==> config.mk <==
export PLATFORM = sky130hd
export DESIGN_NAME = touch_adc_scanner
export DESIGN_NICKNAME = d
export VERILOG_FILES = /design/src/rtl/touch_adc_scanner_pkg.sv /design/src/rtl/touch_adc_scanner_spi_xfer.sv /design/src/rtl/touch_adc_scanner.sv
export SDC_FILE = /design/constraint.sdc
export NUM_CORES = 1
export LEC_CHECK = 0
export CAP_MARGIN = 10
export CORE_ASPECT_RATIO = 1.2
export CORE_MARGIN = 4
export CORE_UTILIZATION = 55
export CTS_BUF_LIST = sky130_fd_sc_hd__clkbuf_8
export DETAILED_ROUTE_END_ITERATION = 10
export GPL_TIMING_DRIVEN = 0
export PLACE_DENSITY_LB_ADDON = 0.12
export SLEW_MARGIN = 15
export SYNTH_ARGS = -nofsm -noshare
export SYNTH_HDL_FRONTEND = slang
export SYNTH_SLANG_ARGS = --single-unit
==> constraint.sdc <==
create_clock -name clk -period 2.8 [get_ports clk]
set_input_delay 0.56 -clock clk [delete_from_list [all_inputs] [get_ports clk]]
set_output_delay 0.56 -clock clk [all_outputs]
set_load 0.005 [all_outputs]
==> src/rtl/touch_adc_scanner_pkg.sv <==
// Shared types and constants for the touch ADC scanner.
// TOUCH_ADC_AVG_EN selects 4x per-axis averaging instead of single conversions.
package touch_pkg;

    typedef enum logic [2:0] {
        S_IDLE,
        S_XFER_X,
        S_XFER_Y,
        S_SETTLE,
        S_REPORT,
        S_GAP
    } state_t;

    localparam int unsigned XFER_BITS     = 24;
    localparam int unsigned RES_MSB_CYCLE = 9;
    localparam int unsigned RES_LSB_CYCLE = 20;
    localparam int unsigned SETTLE_CLKS   = 4;
    localparam int unsigned COORD_W       = 10;
    localparam int unsigned ADC_W         = 12;
    localparam int unsigned SUM_W         = 14;

    localparam logic [7:0] CMD_X_DEFAULT = 8'hD0;
    localparam logic [7:0] CMD_Y_DEFAULT = 8'h90;

`ifdef TOUCH_ADC_AVG_EN
    localparam int unsigned CONV_PER_AXIS = 4;
    localparam int unsigned COORD_LSB     = 4;
`else
    localparam int unsigned CONV_PER_AXIS = 1;
    localparam int unsigned COORD_LSB     = 2;
`endif

endpackage

==> src/rtl/touch_adc_scanner_spi_xfer.sv <==
// One 24-SCLK SPI transaction: 8-bit command out, 12-bit result captured
// from SCLK cycles 9..20, MSB first.
module touch_spi_xfer
    import touch_pkg::*;
#(
    parameter int unsigned CLK_DIV = 4
) (
    input  logic             i_clk,
    input  logic             i_rst_n,
    input  logic             i_start,
    input  logic [7:0]       i_cmd,
    output logic             o_done,
    output logic [ADC_W-1:0] o_result,
    input  logic             i_miso,
    output logic             o_sclk,
    output logic             o_mosi,
    output logic             o_cs_n
);

    // lead half + 24 high/low pairs + trail half, all with cs_n low
    localparam int unsigned HALVES = 2 * XFER_BITS + 2;

    logic             r_active;
    logic [7:0]       r_div;
    logic [5:0]       r_half;
    logic [7:0]       r_tx;
    logic [ADC_W-1:0] r_rx;
    logic [ADC_W-1:0] r_result;
    logic             r_sclk;
    logic             r_cs_n;
    logic             r_done;
    logic             w_half_end;
    logic [4:0]       w_cycle;

    assign w_half_end = (r_div == 8'(CLK_DIV - 1));
    assign w_cycle    = r_half[5:1];

    always_ff @(posedge i_clk) begin
        if (!i_rst_n) begin
            r_active <= 1'b0;
            r_div    <= '0;
            r_half   <= '0;
            r_tx     <= '0;
            r_rx     <= '0;
            r_result <= '0;
            r_sclk   <= 1'b0;
            r_cs_n   <= 1'b1;
            r_done   <= 1'b0;
        end else begin
            r_done <= 1'b0;
            if (!r_active) begin
                if (i_start) begin
                    r_active <= 1'b1;
                    r_cs_n   <= 1'b0;
                    r_div    <= '0;
                    r_half   <= '0;
                    r_tx     <= i_cmd;
                    r_rx     <= '0;
                end
            end else if (w_half_end) begin
                r_div <= '0;
                if (r_half == 6'(HALVES - 1)) begin
                    r_active <= 1'b0;
                    r_cs_n   <= 1'b1;
                    r_done   <= 1'b1;
                    r_result <= r_rx;
                end else begin
                    r_half <= r_half + 6'd1;
                    if (!r_half[0] && (r_half < 6'(2 * XFER_BITS))) begin
                        // rising edge: MISO is captured on this same clk
                        r_sclk <= 1'b1;
                        if ((w_cycle >= 5'(RES_MSB_CYCLE)) && (w_cycle <= 5'(RES_LSB_CYCLE)))
                            r_rx <= {r_rx[ADC_W-2:0], i_miso};
                    end else if (r_half[0]) begin
                        r_sclk <= 1'b0;
                        r_tx   <= r_tx << 1;
                    end
                end
            end else begin
                r_div <= r_div + 8'd1;
            end
        end
    end

    // the command shifts out with zero fill, so MOSI is 0 after bit 0 and when idle
    assign o_mosi   = r_tx[7];
    assign o_sclk   = r_sclk;
    assign o_cs_n   = r_cs_n;
    assign o_done   = r_done;
    assign o_result = r_result;

endmodule

==> src/rtl/touch_adc_scanner.sv <==
// XPT2046-class touch ADC scanner: pen-gated X/Y conversion pairs with a
// one-clk report strobe. Define TOUCH_ADC_AVG_EN for 4x per-axis averaging.
module touch_adc_scanner
    import touch_pkg::*;
#(
    parameter int unsigned CLK_DIV    = 4,
    parameter int unsigned SAMPLE_GAP = 1000,
    parameter logic [7:0]  CMD_X      = CMD_X_DEFAULT,
    parameter logic [7:0]  CMD_Y      = CMD_Y_DEFAULT
) (
    input  logic               clk,
    input  logic               reset,
    input  logic               enable,
    input  logic               pen_irq_n,
    input  logic               spi_miso,
    output logic               spi_sclk,
    output logic               spi_mosi,
    output logic               spi_cs_n,
    output logic               sensor_data_ready,
    output logic [COORD_W-1:0] sensor_x,
    output logic [COORD_W-1:0] sensor_y,
    output logic               busy
);

    localparam logic [1:0] LAST_CONV = 2'(CONV_PER_AXIS - 1);

    state_t             r_state;
    state_t             w_next;
    logic               r_pen_meta;
    logic               r_pen_sync;
    logic               w_pen_down;
    logic [31:0]        r_cnt;
    logic [1:0]         r_conv;
    logic [SUM_W-1:0]   r_sum_x;
    logic [SUM_W-1:0]   r_sum_y;
    logic [COORD_W-1:0] r_x;
    logic [COORD_W-1:0] r_y;
    logic               w_start;
    logic [7:0]         w_cmd;
    logic               w_done;
    logic [ADC_W-1:0]   w_result;
    logic [COORD_W-1:0] w_coord_x;
    logic [COORD_W-1:0] w_coord_y;

    assign w_pen_down = ~r_pen_sync;
    assign w_coord_x  = COORD_W'(r_sum_x >> COORD_LSB);
    assign w_coord_y  = COORD_W'(r_sum_y >> COORD_LSB);

    touch_spi_xfer #(
        .CLK_DIV(CLK_DIV)
    ) u_xfer (
        .i_clk   (clk),
        .i_rst_n (reset),
        .i_start (w_start),
        .i_cmd   (w_cmd),
        .o_done  (w_done),
        .o_result(w_result),
        .i_miso  (spi_miso),
        .o_sclk  (spi_sclk),
        .o_mosi  (spi_mosi),
        .o_cs_n  (spi_cs_n)
    );

    // a new transaction is started in the clk that sees done, so cs_n stays high for one clk
    always_comb begin
        w_next  = r_state;
        w_start = 1'b0;
        w_cmd   = CMD_X;
        case (r_state)
            S_IDLE: begin
                if (enable && w_pen_down) begin
                    w_next  = S_XFER_X;
                    w_start = 1'b1;
                end
            end
            S_XFER_X: begin
                if (w_done) begin
                    w_start = 1'b1;
                    if (r_conv == LAST_CONV) begin
                        w_next = S_XFER_Y;
                        w_cmd  = CMD_Y;
                    end
                end
            end
            S_XFER_Y: begin
                w_cmd = CMD_Y;
                if (w_done) begin
                    if (r_conv == LAST_CONV) w_next = S_SETTLE;
                    else                     w_start = 1'b1;
                end
            end
            S_SETTLE: begin
                if (r_cnt == SETTLE_CLKS - 1) w_next = w_pen_down ? S_REPORT : S_IDLE;
            end
            S_REPORT: w_next = S_GAP;
            S_GAP: begin
                if (r_cnt == SAMPLE_GAP - 1) w_next = S_IDLE;
            end
            default: w_next = S_IDLE;
        endcase
    end

    always_ff @(posedge clk) begin
        if (!reset) begin
            r_state    <= S_IDLE;
            r_pen_meta <= 1'b1;
            r_pen_sync <= 1'b1;
            r_cnt      <= '0;
            r_conv     <= '0;
            r_sum_x    <= '0;
            r_sum_y    <= '0;
            r_x        <= '0;
            r_y        <= '0;
        end else begin
            r_state    <= w_next;
            r_pen_meta <= pen_irq_n;
            r_pen_sync <= r_pen_meta;
            r_cnt      <= (w_next != r_state) ? '0 : r_cnt + 32'd1;
            if (w_done) r_conv <= (r_conv == LAST_CONV) ? 2'd0 : r_conv + 2'd1;
            if (r_state == S_IDLE) begin
                r_sum_x <= '0;
                r_sum_y <= '0;
            end else if (w_done && (r_state == S_XFER_X)) begin
                r_sum_x <= r_sum_x + {2'b00, w_result};
            end else if (w_done && (r_state == S_XFER_Y)) begin
                r_sum_y <= r_sum_y + {2'b00, w_result};
            end
            if ((r_state == S_SETTLE) && (w_next == S_REPORT)) begin
                r_x <= w_coord_x;
                r_y <= w_coord_y;
            end
        end
    end

    assign sensor_data_ready = (r_state == S_REPORT);
    assign sensor_x          = r_x;
    assign sensor_y          = r_y;
    assign busy              = (r_state != S_IDLE);

endmodule

Word level (Yosys, flattened, before mapping)
Index checks and enable logic that the tools add are counted.
{"block": "totals", "inputBits": 5, "elab_cells": 119, "register_bits": 137}
{"block": "classes", "n_eq_ne": 18, "n_reduce_logical": 22, "n_bitwise": 4, "mux": 48, "n_lt_le_gt_ge": 3, "n_addsub": 6}
{"op": "$mux 12", "count": 6}
{"op": "$mux 8", "count": 9}
{"op": "$add 32x1->32 const B", "count": 1}
{"op": "$eq 32x10->1 const B", "count": 1}
{"op": "$eq 32x2->1 const B", "count": 1}
{"op": "$add 14x12->14", "count": 2}
{"op": "$mux 3", "count": 8}
{"op": "$mux 6", "count": 4}
{"op": "$pmux 3 s6", "count": 1}
{"op": "$mux 1", "count": 15}
{"op": "$mux 7", "count": 2}
{"op": "$ne 2x2->1 const B", "count": 7}
{"op": "$pmux 7 s2", "count": 1}
{"op": "$reduce_and 3->1", "count": 4}
{"op": "$reduce_and 5->1", "count": 2}
{"op": "$eq 3x3->1 const B", "count": 3}
{"op": "$add 8x1->8 const B", "count": 1}
{"op": "$eq 8x2->1 const B", "count": 1}
{"op": "$add 6x1->6 const B", "count": 1}
{"op": "$eq 3x2->1 const B", "count": 2}
{"op": "$eq 6x6->1 const B", "count": 1}
{"op": "$logic_and 1x1->1", "count": 6}
{"op": "$lt 6x6->1 const B", "count": 1}
{"op": "$ge 5x4->1 const B", "count": 1}
{"op": "15 further kinds", "count": 20}

Longest topological paths before layout
Gate-level depths: netlist of the first run.
{"block": "logic_depth", "ltp_word": 7, "ltp_mapped": 9}

Hierarchy
Synthesis of the first run repeated with hierarchy kept, for this count alone.
{"block": "unflattened", "hier_cells": 768, "hier_area_um2": 6739.0}
{"module": "touch_adc_scanner", "area_per_inst_um2": 4599.4, "n_inst": 1, "cells_each": 543, "seq_area_each_um2": 1661.6}
{"module": "touch_spi_xfer", "area_per_inst_um2": 2139.6, "n_inst": 1, "cells_each": 225, "seq_area_each_um2": 1001.0}

Worst setup path after synthesis of the first run
Ideal clock, no wire load.
{"block": "synth_timing", "path_type": "register to register", "from": "register u_xfer.r_result[0], in the netlist u_xfer.o_result[0]", "to": "register r_sum_x[8]", "setup_time_ps": 122, "arrival_ps": 1915, "stages_incl_launch_ff": 10, "setup_slack_ps": 763, "n_path_buf": 0, "required_time_ps": 2678, "cell_sequence": "dfxtp_1 > ha_1 > inv_1 > fa_1 > nor2b_1 > o31a_1 > o211ai_1 > a21boi_0 > nor3_1 > a311o_1"}
{"block": "synth_via", "elab_chain_cells": 1}
{"element": "start, declared", "line_no": "touch_adc_scanner_spi_xfer.sv:28", "rtl": "logic [ADC_W-1:0] r_result;"}
{"element": "start signal, assigned", "line_no": "touch_adc_scanner_spi_xfer.sv:66", "rtl": "r_result <= r_rx;"}
{"element": "$add 14x12->14", "line_no": "touch_adc_scanner.sv:124", "rtl": "r_sum_x <= r_sum_x + {2'b00, w_result};"}
{"element": "end signal, assigned", "line_no": "touch_adc_scanner.sv:124"}
{"element": "end, declared", "line_no": "touch_adc_scanner.sv:34", "rtl": "logic [SUM_W-1:0] r_sum_x;"}
Every way passes these cells.
A chain may end at the register's enable or synchronous reset.

Worst setup path in the final report of the first run
{"block": "layout_timing", "from": "register r_state[1]", "to": "output port busy"}
{"block": "layout_via", "elab_chain_cells": 1}
{"element": "start, declared", "line_no": "touch_adc_scanner.sv:27", "rtl": "state_t r_state;"}
{"element": "start signal, assigned", "line_no": "touch_adc_scanner.sv:115", "rtl": "r_state <= w_next;"}
{"element": "$reduce_bool 3->1", "line_no": "touch_adc_scanner.sv:138", "rtl": "assign busy = (r_state != S_IDLE);"}
{"element": "end, declared", "line_no": "touch_adc_scanner.sv:22", "rtl": "output logic busy"}
Every way passes these cells.

==> results.md, run 1 <==
- Ys flop type: sky130_fd_sc_hd__dfxtp_1
- Maximum clock path buffer count: 2
- Largest incremental delay on the critical path: 0.48 ns
- Share of final-layout standard cells stronger than drive strength 1: 8.72%
- Post-synthesis adder-cell area fraction: 6.39%
- Headroom to the max-slew limit: 58.2%
- Critical path fanouts, max: 10
- CTS-repair resized insts: 0
- Fraction of registers with async set/reset: 0%
- Run status: complete, no violations
- Hold_buf cts: 0
- Buffers inserted during post-CTS setup optimization: 0
- Post-synth cell types: 58
- Die area: 13300 um2
- Critical path type: reg2out
- Number of buffers added by the clock tree synthesis step: 17
- Total wire length: 13500 um
- Share of synthesized area occupied by flip-flops and latches: 40.9%
- Final hold violation count: 0
- Initial Utilization: 56.6%
- Post-synth EDFFs: 0
- Actual transition at the worst max-transition pin: 0.624 ns
- Clk pin slew, worst setup/hold paths: 0.07 ns
- Via count of the first global-routing pass: 5170
- Period utilization: 85.7%
- Initial antenna violation count: 0
- Num Clock Sinks: 129
- Share of the core filled with cells in the final layout: 64.9%
- Number of inserted filler cells in the final layout: 982
- Maximum achievable frequency: 417 MHz
- Synth Area in Compound Gates: 14.5%
- CTS tree: built
- Sequence of cells on the critical path: buf_2 -> or3_1 -> clkdlybuf4s50_1
- Overall power of the completed layout: 3.70 mW
- Worst setup SP type: register
- Power Density: 512 nW/um2
- Yosys top cell area share: 40.9%
- Post-Syn Instances: 731
- Via Count: 5243
- Post-route antenna net violation count: 0
- Total of flip-flops plus latches after synthesis: 129
- Number of detailed-route iterations in the first pass: 4
- Total negative setup slack: 0 ns
- Post-route setup slack: 0.401 ns
- Cell types with the largest area share after synthesis: sky130_fd_sc_hd__dfxtp_1 41%, sky130_fd_sc_hd__nor2_1 6.7%, sky130_fd_sc_hd__ha_1 5.8%
- Count of yosys warnings during synthesis: 0
- Total instance count after detailed placement: 913
- IR drop worst, VDD: 0.000301 V
- Slowest stage cell on the critical path: sky130_fd_sc_hd__clkdlybuf4s50_1
- Minimum setup slack after placement: 0.431 ns
- DPL Wire Length: 9990 um
- Crit path capture type: primary output
- Maximum number of pins on one net before global-route repair: 17
- Num ports: 30
- Unrepaired setup endpoints after global routing: no
- Leading cell types by count after synthesis: 129 x sky130_fd_sc_hd__dfxtp_1, 112 x sky130_fd_sc_hd__nor2_1, 72 x sky130_fd_sc_hd__nand2_1
- Count of routing violations after the opening detailed-route iteration: 204
- Number of antenna cells inserted: 0
- Global-route usage over all layers: 21.6%
- Floorplan die height: 125 um
- Wire length of the first global-routing pass: 23500 um
- CTS root buf: sky130_fd_sc_hd__clkbuf_8
- Average vias per placed instance: 5.55
- Most repeated cell in the gate-level netlist after synthesis: sky130_fd_sc_hd__dfxtp_1
- Final net count: 814
- Clock Skew: 0.00999 ns
- Die Width: 106 um
- Synthesized area divided by synthesized cell count: 8.63 um2
- Post-synthesis share of cell area spent on and, or, nand and nor gates: 24.6%
- Drt drc: 0
- Max-slew violation total from the final report: 0
- Synth Net Count: 767
- Area growth syn-to-layout: 14.6%
- Weighted congestion reported at the end of routability-driven placement: 0.862
- Hold/Removal Path Class: reg2reg
- Congestion Overflow GR: 0
- CTS HTree Levels: 4
- Main combinational cell family by area after synthesis: simple AND/OR/NAND/NOR gates
- Cell type with the highest aggregate area in the netlist: sky130_fd_sc_hd__dfxtp_1
- Total number of placement rows: 42
- Max-Cap Viols: 0
- Share of cell area taken by muxes after synthesis: 4.28%
- Post-Synth XOR/XNOR Area: 5.41%
- Core region area: 11100 um2
- Arrival time at the worst endpoint: 1.84 ns
- Cell Area, Synth: 6310 um2
- Buffers on Ports: 28
- Final critical path time including I/O delays and setup: 2.40 ns
- Non-filler instance count after layout: 945
- Leakage: 2.84 nW
- Number of failing setup endpoints in the final timing report: 0
- Clk Latency, worst-skew pair: 0.44 ns
- Data required time of the critical path: 2.24 ns
- Routed length per instance: 14.3 um
-- state kept, by name, indices dropped and copies added (netlist names), 2 cells and up --
| register | count |
|---|---|
| r_cnt | 32 |
| r_sum_x | 12 |
| r_sum_y | 12 |
| u_xfer.o_result | 12 |
| u_xfer.r_rx | 12 |
| sensor_x | 10 |
| sensor_y | 10 |
| u_xfer.r_div | 8 |
| u_xfer.r_half | 6 |
| u_xfer.r_tx | 4 |
| r_state | 3 |
| r_conv | 2 |
-- per-stage QoR --
stage,hold WS [ns],cell area (um2)
2_1_floorplan,0.386,6310
3_3_place_gp,0.395,6780
3_5_place_dp,0.396,6780
4_1_cts,0.412,7230
5_1_grt,0.479,7230
6_report,0.410,7230
-- kinds of logic (layout without fill, tap and decap cells) --
family,after synthesis,count (layout)
and+or+nand+nor,318,318
adders and majority gates,31,31
AOI/OAI and AO/OA,140,140
DFF,129,129
buffers and inverters,47,107
xor gates and xnor gates,39,39
muxes,27,27
-- placed cells by master (no fill, tap or decap), types with 5 or more instances in the layout --
master                            count
sky130_fd_sc_hd__dfxtp_1            129
sky130_fd_sc_hd__nor2_1             112
sky130_fd_sc_hd__nand2_1             72
sky130_fd_sc_hd__a21oi_1             53
sky130_fd_sc_hd__nand3_1             34
sky130_fd_sc_hd__ha_1                29
sky130_fd_sc_hd__clkdlybuf4s50_1     28
sky130_fd_sc_hd__mux2i_1             27
sky130_fd_sc_hd__xor2_1              22
sky130_fd_sc_hd__clkbuf_8            19
sky130_fd_sc_hd__nor3_1              18
sky130_fd_sc_hd__o21ai_0             17
sky130_fd_sc_hd__xnor2_1             17
sky130_fd_sc_hd__nand2b_1            14
sky130_fd_sc_hd__inv_1               13
sky130_fd_sc_hd__buf_2               13
sky130_fd_sc_hd__clkbuf_1            13
sky130_fd_sc_hd__a22oi_1             13
sky130_fd_sc_hd__nand4_1             12
sky130_fd_sc_hd__a211oi_1             9
sky130_fd_sc_hd__or3_1                8
sky130_fd_sc_hd__o21a_1               8
sky130_fd_sc_hd__and3_1               8
sky130_fd_sc_hd__nor4_1               6
sky130_fd_sc_hd__buf_6                6
sky130_fd_sc_hd__a21o_1               6
sky130_fd_sc_hd__nand3b_1             6
sky130_fd_sc_hd__nor2b_1              5
sky130_fd_sc_hd__o211ai_1             5
-- area by class of cell --
| type | instances | area [um2] | area share, % |
|---|---|---|---|
| Multi-Input combinational cell | 555 | 3490 | 48.2 |
| Sequential cell | 129 | 2580 | 35.7 |
| Timing Repair Buffer | 28 | 280 | 3.88 |
| Clock buffer | 19 | 262 | 3.62 |
| Tap cell | 154 | 193 | 2.67 |
| Buffer | 33 | 189 | 2.61 |
| Clock inverter | 13 | 185 | 2.56 |
| Inverter | 14 | 52.6 | 0.727 |
-- path summary, 6_finish.rpt --
path | startpoint | to | slack (ns) | depth (start not counted)
max | r_state[1]$_SDFF_PN0_ | busy | 0.40 | 3
min | r_pen_meta$_SDFF_PN1_ | r_pen_sync$_SDFF_PN1_ | 0.41 | 1
max reg2reg | u_xfer.o_result[0]$_SDFFE_PN0P_ | r_sum_x[8]$_SDFFE_PP0P_ | 0.42 | 9
min reg2reg | r_pen_meta$_SDFF_PN1_ | r_pen_sync$_SDFF_PN1_ | 0.41 | 1
-- critical path: cells and delay by family, from the launching register on --
family	cells	cell delay [ns]
AND/OR/NAND/NOR	1	0.43
flip-flops	1	0.32
buffers and inverters	2	0.66
-- per-layer routing --
layer	share of wire, %	routed length, um	global-route usage (%)
met1	43	5820	25.0
met2	51	6820	37.5
met3	3.2	428	5.93
met4	2.9	396	8.99
met5	0	0	0
-- report_power, final --
| part | internal (mW) | switching [mW] |
|---|---|---|
| clock network | 1.02 | 0.739 |
| logic | 0.0353 | 0.0631 |
| registers | 1.84 | 0.00577 |
Note: power is estimated with default switching activity, not from simulation.
==> run 2: changes to the inputs <==
--- a/config.mk
+++ b/config.mk
@@ -12,7 +12,7 @@
 export CTS_BUF_LIST = sky130_fd_sc_hd__clkbuf_8
 export DETAILED_ROUTE_END_ITERATION = 10
 export GPL_TIMING_DRIVEN = 0
-export PLACE_DENSITY_LB_ADDON = 0.12
+export PLACE_DENSITY = 0.79
 export SLEW_MARGIN = 15
 export SYNTH_ARGS = -nofsm -noshare
 export SYNTH_HDL_FRONTEND = slang
==> run 2 against run 1 <==
Non-clock buffer count stayed put. Combinational power is 0.6% lower. Clock power is 19% lower. Critical path depth stayed put. Sequential cell count stayed put. Critical path type unchanged. Largest cell class unchanged. Design area is 1.3% lower. Clock-buffer cell count is 2 higher. Worst hold slack better by 0.011 ns. Via count is 1.6% higher. Sequential power hardly changed.
==> results.md, run 2 (same netlist as run 1, synthesis figures left out) <==
- Number of buffers added by the clock tree synthesis step: 17 (unchanged)
- Die Width: 106 um (unchanged)
- CTS root buf: sky130_fd_sc_hd__clkbuf_8
- Sequence of cells on the critical path: buf_2 -> or3_1 -> clkdlybuf4s50_1
- Data required time of the critical path: 2.24 ns (about the same)
- Number of failing setup endpoints in the final timing report: 0 (unchanged)
- Critical path fanouts, max: 10 (unchanged)
- Clk Latency, worst-skew pair: 0.43 ns (about the same)
- Maximum clock path buffer count: 2 (unchanged)
- Dominant delay contributor by cell family on the critical path: buffers and inverters
- Total number of placement rows: 42 (unchanged)
- Slowest stage cell on the critical path: sky130_fd_sc_hd__clkdlybuf4s50_1
- Worst Hold Slack: 0.421 ns (+0.0114 ns)
- Leakage: 2.81 nW (-1.1%)
- Count of routing violations after the opening detailed-route iteration: 256 (+25%)
- Crit path capture type: primary output
- Actual transition at the worst max-transition pin: 0.590 ns (-0.0344 ns)
- Max-slew violation total from the final report: 0 (unchanged)
- Total wire length: 13900 um (+3.2%)
- Die area: 13300 um2 (unchanged)
- Final critical path time including I/O delays and setup: 2.40 ns (-0.00347 ns)
- CTS-repair resized insts: 0 (unchanged)
- Period utilization: 85.5% (-0.12 points)
- DPL Wire Length: 10300 um (+2.9%)
- Initial antenna violation count: 0 (unchanged)
- Run status: complete, no violations
- Global-route usage over all layers: 21.8% (+0.25 points)
- Flip-flop count of the largest register after layout: 32 (unchanged)
- Cell count along the critical path: 3 (unchanged)
- Multi-input gate area: 3490 um2 (unchanged)
- Maximum achievable frequency: 418 MHz (+0.15%)
- Combined buffer and inverter count along the critical path: 2 (unchanged)
- Buffers inserted during post-CTS setup optimization: 0 (unchanged)
- Core region area: 11100 um2 (unchanged)
- Largest incremental delay on the critical path: 0.48 ns (about the same)
- Weighted congestion reported at the end of routability-driven placement: 0.924 (+7.2%)
- Non-filler instance count after layout: 942 (-0.32%)
- Via count of the first global-routing pass: 5265 (+1.8%)
- Share of final-layout standard cells stronger than drive strength 1: 8.12% (-0.60 points)
- Total area of sequential cells: 2580 um2 (unchanged)
- Floorplan die height: 125 um (unchanged)
- Buffers on Ports: 28 (unchanged)
- Number of detailed-route iterations in the first pass: 5 (+1)
- Most common library cell in the layout ignoring fill and taps: sky130_fd_sc_hd__dfxtp_1
- Max-Cap Viols: 0 (unchanged)
- Number of antenna cells inserted: 0 (unchanged)
- Hold_buf cts: 0 (unchanged)
- Worst setup SP type: register
- Headroom to the max-slew limit: 60.5% (+2.3 points)
- Routed length per instance: 14.8 um (+3.5%)
- Initial Utilization: 56.6% (unchanged)
- Wire length of the first global-routing pass: 23800 um (+1.4%)
- Hold/Removal Path Class: reg2reg
- Unrepaired setup endpoints after global routing: no
- Most used cells in the layout excluding fill and tap cells: 129 x sky130_fd_sc_hd__dfxtp_1, 112 x sky130_fd_sc_hd__nor2_1, 72 x sky130_fd_sc_hd__nand2_1
- CTS tree: built
- Num Clock Sinks: 129 (unchanged)
- Top register by number of flip-flops: r_cnt
- Total instance count after detailed placement: 913 (unchanged)
- Final hold violation count: 0 (unchanged)
- Average vias per placed instance: 5.65 (+1.9%)
- Clock Skew: 0.00836 ns (-0.00163 ns)
- CTS HTree Levels: 4 (unchanged)
- Hold depth: 1 (unchanged)
- Number of cells on the worst reg-to-reg path: 9 (unchanged)
- IR drop worst, VDD: 0.000318 V (+5.8%)
- Post-route antenna net violation count: 0 (unchanged)
- Area growth syn-to-layout: 13.1%
- Total negative setup slack: 0 ns (unchanged)
- Maximum number of pins on one net before global-route repair: 17 (unchanged)
- Congestion Overflow GR: 0 (unchanged)
- Arrival time at the worst endpoint: 1.84 ns (about the same)
- Clk pin slew, worst setup/hold paths: 0.07 ns (about the same)
- Number of inserted filler cells in the final layout: 976 (-0.61%)
- Critical path type: reg2out
- Final net count: 814 (unchanged)
- Drt drc: 0 (unchanged)
- Via Count: 5327 (+1.6%)
- Num ports: 30 (unchanged)
- Power Density: 474 nW/um2 (-7.5%)
[run 2: metrics by stage]
stage / power [mW] / instance area (um2) / utilization, % / worst slack, ns
2_1_floorplan: 1.96 / 6310 / - / 0.763
3_3_place_gp: 1.99 / 6780 / 60.9 / 0.506
3_5_place_dp: 1.99 / 6780 / 60.9 / 0.444
4_1_cts: 3.41 / 7140 / 64.1 / 0.367
5_1_grt: 3.51 / 7140 / 64.1 / 0.199
6_report: 3.38 / 7140 / 64.1 / 0.405
[run 2: report_power, final]
part / switching [mW] / internal, mW
logic: 0.0624 / 0.0353
clock network: 0.666 / 0.768
registers: 0.00587 / 1.84
total: 0.734 / 2.65
[run 2: layout make-up]
type / count / share of cell area [%]
Buffer: 33 / 2.65
Clock buffer: 21 / 4.05
Clock inverter: 8 / 0.912
Inverter: 14 / 0.736
Multi-Input combinational cell: 555 / 48.8
Sequential cell: 129 / 36.2
Tap cell: 154 / 2.70
Timing Repair Buffer: 28 / 3.93
[run 2: routing by layer]
layer  global-route usage [%]  vias to the layer above  part of all wire [%]
li1                         -                     2663                     -
met1                     25.4                     2547                    44
met2                     37.4                      102                    51
met3                     5.15                       15                   4.0
met4                     10.9                        0                   1.8
met5                        0                        -                     0
[run 2: path summary, 6_finish.rpt]
path / start / end / slack, ns
worst max-delay path: r_state[1]$_SDFF_PN0_ / busy / 0.40
worst min-delay path: r_pen_meta$_SDFF_PN1_ / r_pen_sync$_SDFF_PN1_ / 0.42
worst min register to register: r_pen_meta$_SDFF_PN1_ / r_pen_sync$_SDFF_PN1_ / 0.42
worst max register to register: u_xfer.o_result[0]$_SDFFE_PN0P_ / r_sum_x[8]$_SDFFE_PP0P_ / 0.41
[run 2: worst reg2reg max path, cell delays in order, from the launching register on]
cell                       delay [ns]
sky130_fd_sc_hd__dfxtp_1         0.41
sky130_fd_sc_hd__ha_1            0.24
sky130_fd_sc_hd__inv_1           0.07
sky130_fd_sc_hd__fa_1            0.39
sky130_fd_sc_hd__nor2b_1         0.21
sky130_fd_sc_hd__o31a_1          0.20
sky130_fd_sc_hd__o211ai_1        0.12
sky130_fd_sc_hd__a21boi_0        0.29
sky130_fd_sc_hd__nor3_1          0.09
sky130_fd_sc_hd__a311o_1         0.28
